`src/rtl/gamepad_pmod_pkg.sv`:
```
// Shared definitions for the gamepad PMOD transmitter and receiver.
// Button bit positions within one controller's 12-bit field, plus the TX state encoding.
package gamepad_pmod_pkg;

  localparam int BTN_PER_CTRL = 12;

  localparam int BTN_B      = 11;
  localparam int BTN_Y      = 10;
  localparam int BTN_SELECT = 9;
  localparam int BTN_START  = 8;
  localparam int BTN_UP     = 7;
  localparam int BTN_DOWN   = 6;
  localparam int BTN_LEFT   = 5;
  localparam int BTN_RIGHT  = 4;
  localparam int BTN_A      = 3;
  localparam int BTN_X      = 2;
  localparam int BTN_L      = 1;
  localparam int BTN_R      = 0;

  typedef enum logic [2:0] {IDLE, LOW, HIGH, LATCH, GAP} tx_state_t;

  function automatic int max3(input int a, input int b, input int c);
    int m;
    m = (a > b) ? a : b;
    return (m > c) ? m : c;
  endfunction

endpackage

```
`src/rtl/gamepad_pmod_tx_tick.sv`:
```
// Reloadable down-counter; tc is high while the count sits at zero, so a load of N-1
// gives a phase that lasts exactly N cycles.
module pmod_tick_counter #(
  parameter int W = 4
) (
  input  logic         clk,
  input  logic         rst_n,
  input  logic         load,
  input  logic [W-1:0] load_val,
  output logic [W-1:0] count,
  output logic         tc
);

  always_ff @(posedge clk or negedge rst_n) begin
    if (!rst_n) begin
      count <= '0;
    end else if (load) begin
      count <= load_val;
    end else if (count != '0) begin
      count <= count - 1'b1;
    end
  end

  assign tc = (count == '0);

endmodule

```
`src/rtl/gamepad_pmod_tx.sv`:
```
// Gamepad PMOD serializer: snapshots buttons, shifts them out MSB first on data/clk,
// then strobes latch. pmod_data is the MSB of the shift register, which is empty after a frame.
module gamepad_pmod_tx
  import gamepad_pmod_pkg::*;
#(
  parameter int NUM_CTRL  = 1,
  parameter int HALF_DIV  = 4,
  parameter int LATCH_CYC = 4,
  parameter int GAP_CYC   = 16
) (
  input  logic                             clk,
  input  logic                             rst_n,
  input  logic [BTN_PER_CTRL*NUM_CTRL-1:0] buttons,
  input  logic                             auto_en,
  input  logic                             start,
  output logic                             pmod_data,
  output logic                             pmod_clk,
  output logic                             pmod_latch,
  output logic                             busy,
  output logic                             frame_done
);

  localparam int NBITS = BTN_PER_CTRL * NUM_CTRL;
  localparam int CW    = $clog2(max3(HALF_DIV, LATCH_CYC, GAP_CYC) + 1);
  localparam int BW    = $clog2(NBITS);

  localparam logic [CW-1:0] HALF_LD  = CW'(HALF_DIV - 1);
  localparam logic [CW-1:0] LATCH_LD = CW'(LATCH_CYC - 1);
  localparam logic [CW-1:0] GAP_LD   = CW'((GAP_CYC > 0) ? GAP_CYC - 1 : 0);
  localparam logic [BW-1:0] BIT_LAST = BW'(NBITS - 1);

  tx_state_t        state;
  logic [NBITS-1:0] shift_reg;
  logic [BW-1:0]    bit_cnt;
  logic             go;
  logic             last_bit;
  logic             load;
  logic [CW-1:0]    load_val;
  logic [CW-1:0]    count;
  logic             tc;

  assign go        = start | auto_en;
  assign last_bit  = (bit_cnt == '0);
  assign pmod_data = shift_reg[NBITS-1];

  // The counter is reloaded on every state transition with the length of the next phase.
  always_comb begin
    load     = 1'b0;
    load_val = HALF_LD;
    case (state)
      IDLE:  load = go;
      HIGH: begin
        load = tc;
        if (last_bit) load_val = LATCH_LD;
      end
      LATCH: begin
        load     = tc;
        load_val = GAP_LD;
      end
      default: load = tc;
    endcase
  end

  pmod_tick_counter #(.W(CW)) u_tick (
    .clk      (clk),
    .rst_n    (rst_n),
    .load     (load),
    .load_val (load_val),
    .count    (count),
    .tc       (tc)
  );

  always_ff @(posedge clk or negedge rst_n) begin
    if (!rst_n) begin
      state      <= IDLE;
      shift_reg  <= '0;
      bit_cnt    <= '0;
      pmod_clk   <= 1'b0;
      pmod_latch <= 1'b0;
      busy       <= 1'b0;
      frame_done <= 1'b0;
    end else begin
      frame_done <= 1'b0;
      case (state)
        IDLE: if (go) begin
          shift_reg <= buttons;
          bit_cnt   <= BIT_LAST;
          busy      <= 1'b1;
          state     <= LOW;
        end
        LOW: if (tc) begin
          pmod_clk <= 1'b1;
          state    <= HIGH;
        end
        HIGH: if (tc) begin
          // The final shift empties the register, which drives data low for LATCH/GAP.
          pmod_clk  <= 1'b0;
          shift_reg <= shift_reg << 1;
          if (last_bit) begin
            pmod_latch <= 1'b1;
            frame_done <= (LATCH_CYC == 1);
            state      <= LATCH;
          end else begin
            bit_cnt <= bit_cnt - 1'b1;
            state   <= LOW;
          end
        end
        LATCH: begin
          if (tc) begin
            pmod_latch <= 1'b0;
            if (GAP_CYC == 0) begin
              busy  <= 1'b0;
              state <= IDLE;
            end else begin
              state <= GAP;
            end
          end else begin
            frame_done <= (count == CW'(1));
          end
        end
        GAP: if (tc) begin
          busy  <= 1'b0;
          state <= IDLE;
        end
        default: state <= IDLE;
      endcase
    end
  end

endmodule

```
`config.mk`:
```
export PLATFORM = sky130hd
export DESIGN_NAME = gamepad_pmod_tx
export DESIGN_NICKNAME = d
export VERILOG_FILES = /design/src/rtl/gamepad_pmod_pkg.sv /design/src/rtl/gamepad_pmod_tx_tick.sv /design/src/rtl/gamepad_pmod_tx.sv
export SDC_FILE = /design/constraint.sdc
export NUM_CORES = 1
export LEC_CHECK = 0
export CAP_MARGIN = 20
export CORE_MARGIN = 1
export CORE_UTILIZATION = 54
export DETAILED_ROUTE_END_ITERATION = 7
export MAX_ROUTING_LAYER = met4
export PLACE_DENSITY_LB_ADDON = 0.3
export SYNTH_ARGS = -nofsm -noshare
export SYNTH_HDL_FRONTEND = slang
export SYNTH_HIERARCHICAL = 1
export SYNTH_SLANG_ARGS = --single-unit
```
`constraint.sdc`:
```
create_clock -name clk -period 2.3 [get_ports clk]
set_input_delay 0.23 -clock clk [delete_from_list [all_inputs] [get_ports clk]]
set_output_delay 0.23 -clock clk [all_outputs]
set_load 0.01 [all_outputs]
```
### After elaboration in Yosys (flattened, before gate mapping)

Cells that the tools add are included.

| cells by class | value |
|---|---|
| $add $sub $neg | 2 |
| eq/ne operators | 12 |
| mux-type cells | 28 |
| bitwise gates (word level) | 1 |
| reduce and logical (&&, ||, !) cells | 15 |

Operators with widths:

| operator | count |
|---|---|
| 2-to-1 mux 12 bit | 2 |
| one-hot mux 12 bit (2 select lines) | 1 |
| 2-to-1 mux 4 bit | 4 |
| 2-to-1 mux 3 bit | 5 |
| one-hot mux 3 bit (5 select lines) | 1 |
| inequality test 2 bit, second input constant | 7 |
| 2-to-1 mux 5 bit | 2 |
| nonzero test 2 bit | 5 |
| AND reduction 3 bit | 3 |
| 2-to-1 mux 1 bit | 8 |
| one-hot mux 4 bit (2 select lines) | 1 |
| AND reduction 4 bit | 2 |
| equality test 3 x 2 -> 1 bit, second input constant | 2 |
| one-hot mux 1 bit (2 select lines) | 3 |
| equality test 5 x 1 -> 1 bit, second input constant | 1 |
| zero test 5 bit | 1 |
| AND reduction 5 bit | 1 |
| nonzero test 5 bit | 1 |
| subtractor 5 x 1 -> 5 bit, second input constant | 1 |
| zero test 4 bit | 1 |
| subtractor 4 x 1 -> 4 bit, second input constant | 1 |
| equality test 3 x 1 -> 1 bit, second input constant | 1 |
| equality test 3 bit, second input constant | 1 |
| zero test 3 bit | 1 |
| 2 further kinds | 2 |

| storage, ports and cells | value |
|---|---|
| register bits | 28 |
| input bits | 16 |
| output and inout bits | 5 |
| word-level logic and storage cells | 66 |

### Depth between registers and ports, before layout

Gate-level depths: netlist (run 1).

| logic depth | value |
|---|---|
| depth after elaboration | 4 |
| gate-level depth with buffers | 9 |

### Modules after synthesis

Netlist (run 1), hierarchy kept.

By module, submodules not included:

| module | instances | cells an instance | area an instance (um^2) | seq. area each (um^2) |
|---|---|---|---|---|
| gamepad_pmod_tx | 1 | 125 | 1253.7 | 575.6 |
| pmod_tick_counter | 1 | 27 | 279.0 | 125.1 |

### Least setup slack after synthesis (run 1)

No wires, ideal clock.

| timing | value |
|---|---|
| kind | register to register |
| start point | reg u_tick.count[0] |
| end point | reg u_tick.count[4] |
| arrival time | 1.826 ns |
| setup slack | 0.336 ns |
| stages on the path, launching flop included | 9 |
| path buffers | 2 |
| clock period less this slack | 1.964 ns |
| cells stage by stage | dfrtp_1 > inv_1 > ha_1 > nor4b_4 > buf_2 > inv_1 > o21ai_0 > clkbuf_1 > o21ai_0 |

| between the ends | value |
|---|---|
| word-level cells in the longest chain between the ends | 3 |
| elaborated cells between the ends (all ways) | 7 |
| classes of those cells | add/sub (1); mux (3); reduce/logical (3) |

Ends and longest elaborated chain:

| item | RTL line | RTL |
|---|---|---|
| from (decl) | gamepad_pmod_tx_tick.sv:10 | `output logic [W-1:0] count,` |
| from (signal assigned) | gamepad_pmod_tx_tick.sv:18 | `count <= load_val;` |
| from (signal assigned) | gamepad_pmod_tx_tick.sv:20 | `count <= count - 1'b1;` |
| zero test 5 bit (*) | gamepad_pmod_tx_tick.sv:24 | `assign tc = (count == '0);` |
| net tc | gamepad_pmod_tx.sv:40 | `logic tc;` |
| 2-to-1 mux 1 bit (*) | gamepad_pmod_tx.sv:50 | `case (state)` |
| net load | gamepad_pmod_tx.sv:37 | `logic load;` |
| 2-to-1 mux 5 bit or nonzero test 2 bit (tied branches) | - |  |

Mark *: on every way through the listed nets, which the timed path passes. The rest lies on a longest branch. The select of a mux whose other input is x is not followed.
A chain may end at the register's enable or synchronous reset.

### Final worst setup path (run 1)

| timing | value |
|---|---|
| start point | reg u_tick.count[0] |
| end point | reg bit_cnt[2] |

| between the ends | value |
|---|---|
| word-level cells in the longest chain between the ends | 3 |

Ends and longest elaborated chain:

| item | RTL line | RTL |
|---|---|---|
| zero test 5 bit | gamepad_pmod_tx_tick.sv:24 |  |
| net tc | gamepad_pmod_tx.sv:40 |  |
| inequality test 2 bit (no line) | - |  |
| AND reduction 4 bit (no line) | - |  |
| to (signal assigned) | gamepad_pmod_tx.sv:104 | `bit_cnt <= bit_cnt - 1'b1;` |
| to (decl) | gamepad_pmod_tx.sv:34 | `logic [BW-1:0] bit_cnt;` |

The timed path passes the listed nets, and every way through them passes these cells.

==> results of run 1 <==
==> metal layers <==
metal / vias to the layer above / share of wire
li1: 597 / -
met1: 578 / 0.45
met2: 37 / 0.48
met3: 6 / 0.048
met4: 0 / 0.016
met5: - / 0
==> per-stage QoR <==
stage | std cells | cell area, um^2
after floorplan | 153 | 1540
after global placement | 199 | 1770
after detailed placement | 199 | 1770
after CTS | 203 | 1820
after global routing | 203 | 1820
final | 203 | 1820
==> cells by family after synthesis <==
family | after synthesis | synth area share
AOI/OAI and AO/OA | 47 | 0.189
other | 2 | 0.00490
buffers and inverters | 18 | 0.0531
xor gates and xnor gates | 3 | 0.0171
and+or+nand+nor | 38 | 0.168
adders and majority gates | 2 | 0.0163
DFF | 28 | 0.457
muxes | 14 | 0.0939
==> power by group through the flow <==
stage          Combinational (mW)  Sequential, mW  Clock, mW
2_1_floorplan               0.834           0.839          0
3_3_place_gp                 1.00           0.908          0
3_5_place_dp                 1.05           0.924          0
4_1_cts                      1.05           0.910      0.328
5_1_grt                      1.17           0.947      0.347
6_report                     1.05           0.913      0.322
==> worst max-delay path: cells and delay by family (launching register included) <==
family	cells	cell delay, ns
buffers and inverters	1	0.09
adder cells (fa/ha/maj)	1	0.21
AO/OA/AOI/OAI	1	0.29
AND/OR/NAND/NOR	3	1.05
flip-flops	1	0.41
==> cell usage in the layout (no fill, tap or decap), types with 2 or more instances in the layout <==
cell	instances
dfrtp_1	28
clkdlybuf4s50_1	20
a31oi_1	16
a21oi_1	15
mux2i_1	11
nand2_1	9
inv_1	8
nor2_1	6
buf_4	6
o31ai_1	5
o21ai_0	4
and3_1	3
nor3_1	3
clkbuf_4	3
xnor2_1	3
conb_1	3
nor3_2	2
or3_1	2
mux2_1	2
ha_1	2
==> final timing paths <==
check,slack [ns],end
worst min register to register,0.53,bit_cnt[1]$_DFFE_PN0P_
worst max register to register,0.20,bit_cnt[2]$_DFFE_PN0P_
max in group asynchronous,1.77,shift_reg[9]$_DFFE_PN0P_
worst min-delay path,0.26,shift_reg[0]$_DFFE_PN0P_
min in group clk,0.50,shift_reg[0]$_DFFE_PN0P_
worst max-delay path,0.20,bit_cnt[2]$_DFFE_PN0P_
==> cell type report <==
cell class / instances / area (um^2) / area share
timing repair buffer: 26 / 245 / 0.135
clock inverter: 1 / 30.0 / 0.0165
inverter: 8 / 30.0 / 0.0165
multi-input combinational: 107 / 754 / 0.414
sequential: 28 / 701 / 0.385
clock buffer: 3 / 22.5 / 0.0124
tap: 30 / 37.5 / 0.0206
==> impl_metrics.toml, run 1 <==
[die]
fp-row-count = 18
die_area_um2 = 3060
core_um2 = 2570
start_util = 0.597
die_h_um = 55.3
num_io_pins = 21
fp.dieW_um = 55.3

[sta]
finalClockSkew_ns = 0.0125
post-route-period-util = 0.912
setup_viol = 0
whs_ns = 0.258
fmax_ghz = 0.477
fin_crit_ns = 2.10
rsz0062_at_grt = "no"
tightestPinTransition_ns = 0.877
maxSlewHeadroom = 0.412
slew_viol_final = 0
hold_viol = 0
setup_slack_ns = 0.203
setup_tns_ns = 0

[detailed_routing]
drtIter0Drc = 38
dr.pass1.iters = 4
avgViaCountPerCell = 6.00
drt-wirelength-per-cell_um = 15.7
drc = 0
wl_mm = 3.19
drtAntennaViolNets = 0
vias = 1218

[cells_and_area]
drive_gt1_frac = 0.116
nets = 192
largest_reg_flops = 12
antenna-diode-count = 0
fillCellCount = 197
fin_util = 0.709
syn2layout_area_growth_pct = 18.8

[logic_synthesis]
synth_top_cell_by_area = "dfrtp_1"
synth_ff_type = "dfrtp_1"
synth_top_area_share = 0.457
syn_area_um2 = 1530
ys_ff_latch = 28
yosys-top-cells-count = "28 x dfrtp_1, 16 x a31oi_1, 15 x a21oi_1"
synth_edf_count = 0
synthArstFlopShare = 1.00
yosys-top-cells-area = "dfrtp_1 46%, mux2i_1 7.2%, a31oi_1 6.5%, a21oi_1 4.9%, o31ai_1 2.4%"
syn_inst = 152
postSynthAreaPerCell_um2 = 10.1
synth_most_common_cell = "dfrtp_1"
seq_area_frac_synth = 0.457
synth_cell_type_count = 42
yosysWarnings = 6

[pwr]
power_density_nw_per_um2 = 1260
clkPwrFrac = 0.141
switching_power_mw = 0.908
leakage_nw = 0.720
pwr-share-seq = 0.399
p_sw_frac = 0.397
vdd_drop_max_uv = 995
comb_power_share = 0.460
p_total_mw = 2.29
p_int_mw = 1.38

[worst_setup_path]
crit_path_start_kind = "register"
critical_path_arrival_ns = 2.38
cp_slowest_cell = "nor3_2"
critPathCaptureType = "register"
path_cells = "inv_1, ha_1, nor4b_4, nor2b_1, nor3_2, a32o_1"
path_max_fanout = 14
rr_worst_depth = 6
max_stage_delay_ns = 0.68
critPathLaunch = "u_tick/count[0]$_DFFE_PN0P_"
r2r-start = "u_tick/count[0]$_DFFE_PN0P_"
criticalPathCategory = "register to register"
critical_path_required_ns = 2.58

[global_routing]
busiest_layer = "met2"
grt_max_degree = 29
grt_pass1_wl_mm = 5.53
grt_antenna_before_repair = 0
grt_overflow = 0
grt_pass1_vias = 1231
grtUsageMet2 = 0.372
track_usage = 0.229
use_met3 = 0.0281
groute.layer.met1.usage = 0.298

[clocking]
ctsResizeCount = 0
numCtsBuffers = 3
cts_tree = "yes"
clock_path_buffers = 2
clk_pin_slew_worst_paths_ns = 0.16
worstSkewPairLatency_ns = 0.33
cts-root-buf = "clkbuf_4"
clkSinkCount = 28
hold_buffers = 0
postCtsSetupRepairBufs = 0
cts_htree_levels = 1

[placement]
place_hpwl_mm = 2.24
routabilityCongestion = 0.912
portBuffers = 20
pre_cts_ws_ns = 0.223

[worst_hold_path]
hp-class = "input pin to async pin"

[run_status]
outcome = "complete, no violations"

[flow_run]
maxCapViolations = 0
No activity file was read; power rests on OpenSTA's default activity.
==> run 2: changes to the inputs <==
--- a/config.mk
+++ b/config.mk
@@ -5,12 +5,14 @@
 export SDC_FILE = /design/constraint.sdc
 export NUM_CORES = 1
 export LEC_CHECK = 0
+export ABC_AREA = 1
 export CAP_MARGIN = 20
 export CORE_MARGIN = 1
-export CORE_UTILIZATION = 54
+export CORE_UTILIZATION = 55
 export DETAILED_ROUTE_END_ITERATION = 7
 export MAX_ROUTING_LAYER = met4
 export PLACE_DENSITY_LB_ADDON = 0.3
+export SLEW_MARGIN = 20
 export SYNTH_ARGS = -nofsm -noshare
 export SYNTH_HDL_FRONTEND = slang
 export SYNTH_HIERARCHICAL = 1
==> impl_metrics.toml, run 2 <==
[detailed_routing]
drtAntennaViolNets = 0
drc = 6
drtIter0Drc = 78
wl_mm = 3.11
avgViaCountPerCell = 5.35
vias = 1369
dr.pass1.iters = 8
drt-wirelength-per-cell_um = 12.1

[sta]
setup_viol = 0
setup_slack_ns = 0.347
fmax_ghz = 0.512
post-route-period-util = 0.849
rsz0062_at_grt = "no"
hold_viol = 0
finalClockSkew_ns = 0.00509
setup_tns_ns = 0
fin_crit_ns = 1.95
slew_viol_final = 0

[worst_setup_path]
reg2reg_slack_ns = 0.35
path_cells = "inv_1, ha_1, nand3_2, inv_1, inv_2, o21ai_0, buf_4, inv_2, nand4_2, nand2_1, o21ai_1"
crit-reg2reg-capture = "u_tick/count[0]$_DFFE_PN0P_"
critical_path_arrival_ns = 2.20
r2r-start = "u_tick/count[0]$_DFFE_PN0P_"
critPathTopFamily = "buffers and inverters"
critPathCaptureType = "register"
crit_path_start_kind = "register"
path_max_fanout = 8
crit_buf_inv = 5
rr_worst_depth = 11
max_stage_delay_ns = 0.43
cp_slowest_cell = "dfrtp_1"
criticalPathCategory = "register to register"
critical_path_required_ns = 2.55

[cells_and_area]
largest_reg_flops = 12
fin_util = 0.674
nets = 244
mostFrequentLayoutCells = "51 x nand2_1, 28 x dfrtp_1, 25 x inv_1"
syn2layout_area_growth_pct = 14.5
drive_gt1_frac = 0.191
layout_commonest_cell = "nand2_1"
antenna-diode-count = 0

[logic_synthesis]
syn_area_um2 = 1650
seq_area_frac_synth = 0.425
synth_top_cell_by_area = "dfrtp_1"
synth_ff_type = "dfrtp_1"
synth_most_common_cell = "nand2_1"
yosysWarnings = 6
synth_cell_type_count = 29
synth_top_area_share = 0.425
synthArstFlopShare = 1.00
yosys-top-cells-count = "51 x nand2_1, 28 x dfrtp_1, 25 x inv_1"
postSynthAreaPerCell_um2 = 8.13
yosys-top-cells-area = "dfrtp_1 42%, nand2_1 12%, o21ai_2 5.8%, inv_1 5.7%, o21ai_0 4.9%"
ys_ff_latch = 28
syn_inst = 203
synth_edf_count = 0

[run_status]
outcome = "finished, violations left"
violations = "design-rule violations"

[clocking]
cts_tree = "yes"
worstSkewPairLatency_ns = 0.32
hold_buffers = 0
ctsResizeCount = 0
cts_htree_levels = 1
postCtsSetupRepairBufs = 0
numCtsBuffers = 3
clk_pin_slew_worst_paths_ns = 0.15
clkSinkCount = 28
cts-root-buf = "clkbuf_4"
clock_path_buffers = 2

[pwr]
p_total_mw = 2.43
vdd_drop_max_uv = 650
leakage_nw = 0.938
power_density_nw_per_um2 = 1290

[die]
start_util = 0.588
die_area_um2 = 3220
fp-row-count = 19
core_um2 = 2810
num_io_pins = 21
die_h_um = 56.8
fp.dieW_um = 56.8

[placement]
routabilityCongestion = 0.858
place_hpwl_mm = 2.31
pre_cts_ws_ns = 0.416
portBuffers = 20

[global_routing]
grt_max_degree = 29
track_usage = 0.220
grt_overflow = 0
grt_pass1_vias = 1333
grt_antenna_before_repair = 0
grt_pass1_wl_mm = 5.42

[flow_run]
maxCapViolations = 0

[worst_hold_path]
hp-class = "input pin to async pin"
run 2: power by group:
part           leakage (nW)  internal (mW)  total [mW]  switching [mW]
Clock                0.0210         0.0968       0.237           0.140
Combinational         0.573          0.504        1.33           0.824
Sequential            0.343          0.712       0.868           0.156
Total                 0.938           1.31        2.43            1.12
run 2: worst max-delay path by stage:
stage	to	start	cells after the start	slack (ns)
2_1_floorplan	u_tick/count[3]$_DFFE_PN0P_	u_tick/count[0]$_DFFE_PN0P_	11	0.34
3_3_place_gp	u_tick/count[0]$_DFFE_PN0P_	u_tick/count[0]$_DFFE_PN0P_	11	0.56
3_5_place_dp	u_tick/count[0]$_DFFE_PN0P_	u_tick/count[0]$_DFFE_PN0P_	11	0.42
4_1_cts	u_tick/count[1]$_DFFE_PN0P_	u_tick/count[0]$_DFFE_PN0P_	11	0.37
5_1_grt	u_tick/count[0]$_DFFE_PN0P_	u_tick/count[0]$_DFFE_PN0P_	11	0.17
6_report	u_tick/count[0]$_DFFE_PN0P_	u_tick/count[0]$_DFFE_PN0P_	11	0.35
run 2: layer usage:
layer	track usage	part of all wire	vias to the layer above
met5	-	0	-
met4	0.108	0.016	0
met3	0.0300	0.045	6
met2	0.359	0.49	34
met1	0.270	0.44	644
li1	-	-	685
run 2: logic make-up after synthesis:
group	share of synthesized area
other	0.00455
and+or+nand+nor	0.294
DFF	0.425
adders and majority gates	0.0152
buffers and inverters	0.104
AOI/OAI and AO/OA	0.147
xor gates and xnor gates	0.0106
run 2: final cells by class:
cell class,count,area [um^2]
Sequential cell,28,701
Tap cell,31,38.8
Inverter,31,116
Timing Repair Buffer,22,215
Multi-Input combinational cell,140,782
Fill cell,256,916
Clock buffer,4,36.3
run 2: worst register-to-register path: stages, from the launching register on:
cell,delay (ns)
dfrtp_1,0.43
inv_1,0.12
ha_1,0.28
nand3_2,0.12
inv_1,0.15
inv_2,0.10
o21ai_0,0.17
buf_4,0.18
inv_2,0.07
nand4_2,0.11
nand2_1,0.06
o21ai_1,0.09
run 2: through the flow:
| stage | hold WS [ns] | cells | area [um^2] |
|---|---|---|---|
| after floorplan | -0.0656 | 204 | 1650 |
| after global placement | 0.456 | 252 | 1850 |
| after detailed placement | 0.471 | 252 | 1850 |
| after CTS | 0.262 | 256 | 1890 |
| after global routing | 0.279 | 256 | 1890 |
| final | 0.258 | 256 | 1890 |
==> patch 1 (config.mk and constraints of run 1) <==
Make the reset (`rst_n`) synchronous in 2 clocked blocks.
--- a/src/rtl/gamepad_pmod_tx_tick.sv
+++ b/src/rtl/gamepad_pmod_tx_tick.sv
@@ -11,7 +11,7 @@
   output logic         tc
 );
 
-  always_ff @(posedge clk or negedge rst_n) begin
+  always_ff @(posedge clk) begin
     if (!rst_n) begin
       count <= '0;
     end else if (load) begin
--- a/src/rtl/gamepad_pmod_tx.sv
+++ b/src/rtl/gamepad_pmod_tx.sv
@@ -70,7 +70,7 @@
     .tc       (tc)
   );
 
-  always_ff @(posedge clk or negedge rst_n) begin
+  always_ff @(posedge clk) begin
     if (!rst_n) begin
       state      <= IDLE;
       shift_reg  <= '0;
Check against the original RTL: differs if rst_n is asserted again (counterexample within 4 cycles, from zero or initial values and one cycle with rst_n low); with rst_n held inactive, the same outputs for 10 cycles.
==> patch 1 against run 1 <==
  * Maximum frequency is 2.2% higher
  * Final area fell by 3.0%
  * Sequential cell count unchanged
  * Highest routed layer unchanged
  * Wire length rose by 0.19%
  * Worst hold slack improved by 0.20 ns
  * Synthesized area shrank 2.0%
  * Setup slack improved by 0.045 ns
  * Critical endpoint is now shift_reg[1]
  * Largest cell class unchanged
  * Core utilization decreased by 1.5 points
  * First-iteration DRC count fell by 7.9%
  * Power increased by 2.5%
==> patch 1: results (changes against run 1) <==
Detailed routing
  • 1st-iter DRT viols: 35 (-7.9%)
  • Met3 WL: 158 microns (+3.3%)
  • Routed length per instance: 15.1 microns (-4.1%)
  • Vias: 1258 (+3.3%)

Global routing
  • Met2 Track Usage GR: 0.420 (+0.0479)
  • Largest net degree at the start of global routing: 25 (-14%)
  • Vias in the first global route: 1208 (-1.9%)
  • First-pass GRT wire length: 4970 microns (-10%)
  • Total GRT Usage: 0.242 (+0.0128)
  • Met3 Use GR: 0.0556 (+0.0275)

Timing
  • Skew final: 0.00530 ns (-0.00724 ns)

Synth
  • Post-synth top cells: dfxtp_1 (28), nor2_1 (18), mux2i_1 (11)
  • Register area share after synthesis: 0.373 (-0.0838)
  • Unique cell type count in the Yosys netlist: 49 (+17%)
  • Area contributors post-synth: dfxtp_1 (37%), a211oi_2 (7.5%), mux2i_1 (7.3%)
  • Post-Synthesis Cells: 158 (+3.9%)

Placement
  • Dpl ws: 0.158 ns (-0.0653 ns)
  • Placed inst area: 1730 sq um (-2.2%)

Power and ir drop
  • Lkg Pwr: 0.000670 uW (-6.9%)
  • VDD IR max: 0.913 mV (-8.2%)

Run status
  • Outcome: complete, no violations

Setup path
  • Worst reg2reg path depth: 8 (+2)

Final layout
  • Post-layout util: 0.694 (-0.0154)
  • Final non-filler cell total: 212 (+4.4%)
  • Layout cell share with drive strength beyond 1: 0.159 (+0.0437)
patch 1: cell types whose count changed in the layout (fill, tap and decap cells not counted), sizes merged, moves of 4 or more:
cell           run 1  this run
nand3              1         8
a31oi             16         1
dfxtp              0        28
a21oi             15         7
o21ai              6         2
nor2               6        18
dfrtp             28         0
a211oi             1        13
patch 1: final cells by class:
cell class | instances | area share
Tap cell | 30 | 0.0213
Sequential cell | 28 | 0.318
Timing Repair Buffer | 28 | 0.155
Clock buffer | 4 | 0.0206
Multi-Input combinational cell | 111 | 0.463
Inverter | 11 | 0.0234
patch 1: worst paths after layout:
kind	start	endpoint	slack (ns)
worst max-delay path	u_tick/count[0]	shift_reg[1]	0.25
worst min-delay path	buttons[0]	shift_reg[0]	0.46
worst max register to register	u_tick/count[0]	shift_reg[1]	0.25
worst min register to register	shift_reg[0]	shift_reg[0]	0.49
patch 1: logic make-up after synthesis:
| family | count (synthesis) | share of synthesized area |
|---|---|---|
| AOI/OAI and AO/OA | 39 | 0.233 |
| buffers and inverters | 20 | 0.0850 |
| other | 2 | 0.00500 |
| xor gates and xnor gates | 1 | 0.00583 |
| adders and majority gates | 2 | 0.0167 |
| muxes | 11 | 0.0733 |
| and+or+nand+nor | 55 | 0.208 |
| DFF | 28 | 0.373 |
patch 1: where the power goes:
group / leakage (uW) / switching (uW) / internal, uW / total [uW]
Clock: 0.0000210 / 141 / 96.8 / 237
Sequential: 0.000231 / 185 / 672 / 857
Combinational: 0.000418 / 667 / 582 / 1250
patch 1: worst max-delay path, stage by stage (launching register included):
cell and delay [ns]:
dfxtp_1 0.37, inv_1 0.08, ha_1 0.22, nor4b_4 0.37, nand2_2 0.17, a211oi_4 0.30
buf_12 0.20, nor2_1 0.06, a211oi_1 0.20
==> patch 2 (flow settings as in run 1) <==
Made on the original files. Change the parameter `HALF_DIV` from 4 to 8.
--- a/src/rtl/gamepad_pmod_tx.sv
+++ b/src/rtl/gamepad_pmod_tx.sv
@@ -4,7 +4,7 @@
   import gamepad_pmod_pkg::*;
 #(
   parameter int NUM_CTRL  = 1,
-  parameter int HALF_DIV  = 4,
+  parameter int HALF_DIV  = 8,
   parameter int LATCH_CYC = 4,
   parameter int GAP_CYC   = 16
 ) (
Function: changed (a bounded check fails within 10 cycles, from zero or initial values and one cycle with rst_n low).
==> patch 2 against run 1 <==
  * Maximum frequency grew 9.2%
  * Sequential cell count stayed put
  * Power decreased by 6.4%
  * Via count shrank 11%
  * Synthesized area increased by 0.73%
  * Critical endpoint unchanged
  * Global-route usage shrank 1.4 points
  * Sequential power fell by 3.2%
  * Combinational power fell by 11%
  * Wire length down 11%
  * Setup slack improved by 0.18 ns
  * Final area grew 0.21%
==> patch 2: results (changes against run 1) <==
Final layout
  • Multi-input combinational area share: 0.421 (+0.00669)
  • Clock-cell share of area: 0.0288 (-0.0000593)
  • Layout cell share with drive strength beyond 1: 0.266 (+0.150)
  • Comb_multi_in: 94 (-12%)
  • Final nets: 177 (-7.8%)

Synth
  • Post-synthesis compound-gate area fraction: 0.113 (-0.0767)
  • Adder-cell share of the synthesized area: 0.0162 (-0.000119)
  • Unique cell type count in the Yosys netlist: 43 (+2.4%)
  • Xor-xnor portion of the synthesized cell area: 0.0170 (-0.000125)
  • Register area share after synthesis: 0.454 (-0.00333)
  • Post-synth top cells: dfrtp_1 (28), mux2_2 (25), nand2_1 (11)

Power and ir drop
  • Share of total power in the clock network: 0.150 (+0.009)
  • Combinational power: 936 uW (-11%)
  • Lkg Pwr: 0.000732 uW (+1.7%)

Detailed routing
  • Met3 WL: 68 microns (-56%)
  • Vias: 1082 (-11%)

Placement
  • Routability Congestion: 0.804 (-12%)
  • Post-DP HPWL: 2090 microns (-6.8%)

Timing
  • Skew final: 0.00799 ns (-0.00455 ns)
  • Slew headroom: 0.625 (+0.212)

Run status
  • Outcome: complete, no violations

Global routing
  • Grt met1 use: 0.252 (-0.0460)
  • Vias in the first global route: 1183 (-3.9%)
  • First-pass GRT wire length: 5130 microns (-7.2%)

Setup path
  • FF-to-FF setup slack: 0.38 ns (+0.18 ns)
  • Crit-path max FO: 4 (-10)
  • CP Data Arrival Time: 2.13 ns (-0.25 ns)
-- patch 2: changes by cell type after synthesis, sizes merged, moves of 2 or more --
cell     delta
mux2       +22
a31oi      -15
nor2        -2
a2111oi     +2
nand2       +2
mux2i      -10
a21oi      -13
o2bb2ai     +2
o31ai       -2
buf         -2
-- patch 2: critical path, cell delays in order (launching register included) --
cell and delay [ns]:
dfrtp_1 0.42, inv_1 0.09, ha_1 0.22, nor4b_4 0.24
nor2b_1 0.15, a2111oi_0 0.55, o2bb2ai_1 0.14
-- patch 2: metrics by stage --
stage | setup slack (ns) | hold WS (ns) | utilization | std cells | cell area, sq um
6_report | 0.380 | 0.261 | 0.667 | 189 | 1820
5_1_grt | 0.179 | 0.278 | 0.667 | 189 | 1820
4_1_cts | 0.365 | 0.268 | 0.667 | 189 | 1820
3_5_place_dp | 0.387 | 0.478 | 0.648 | 185 | 1770
3_3_place_gp | 0.467 | 0.466 | 0.648 | 185 | 1770
2_1_floorplan | 0.263 | -0.0656 | - | 137 | 1550
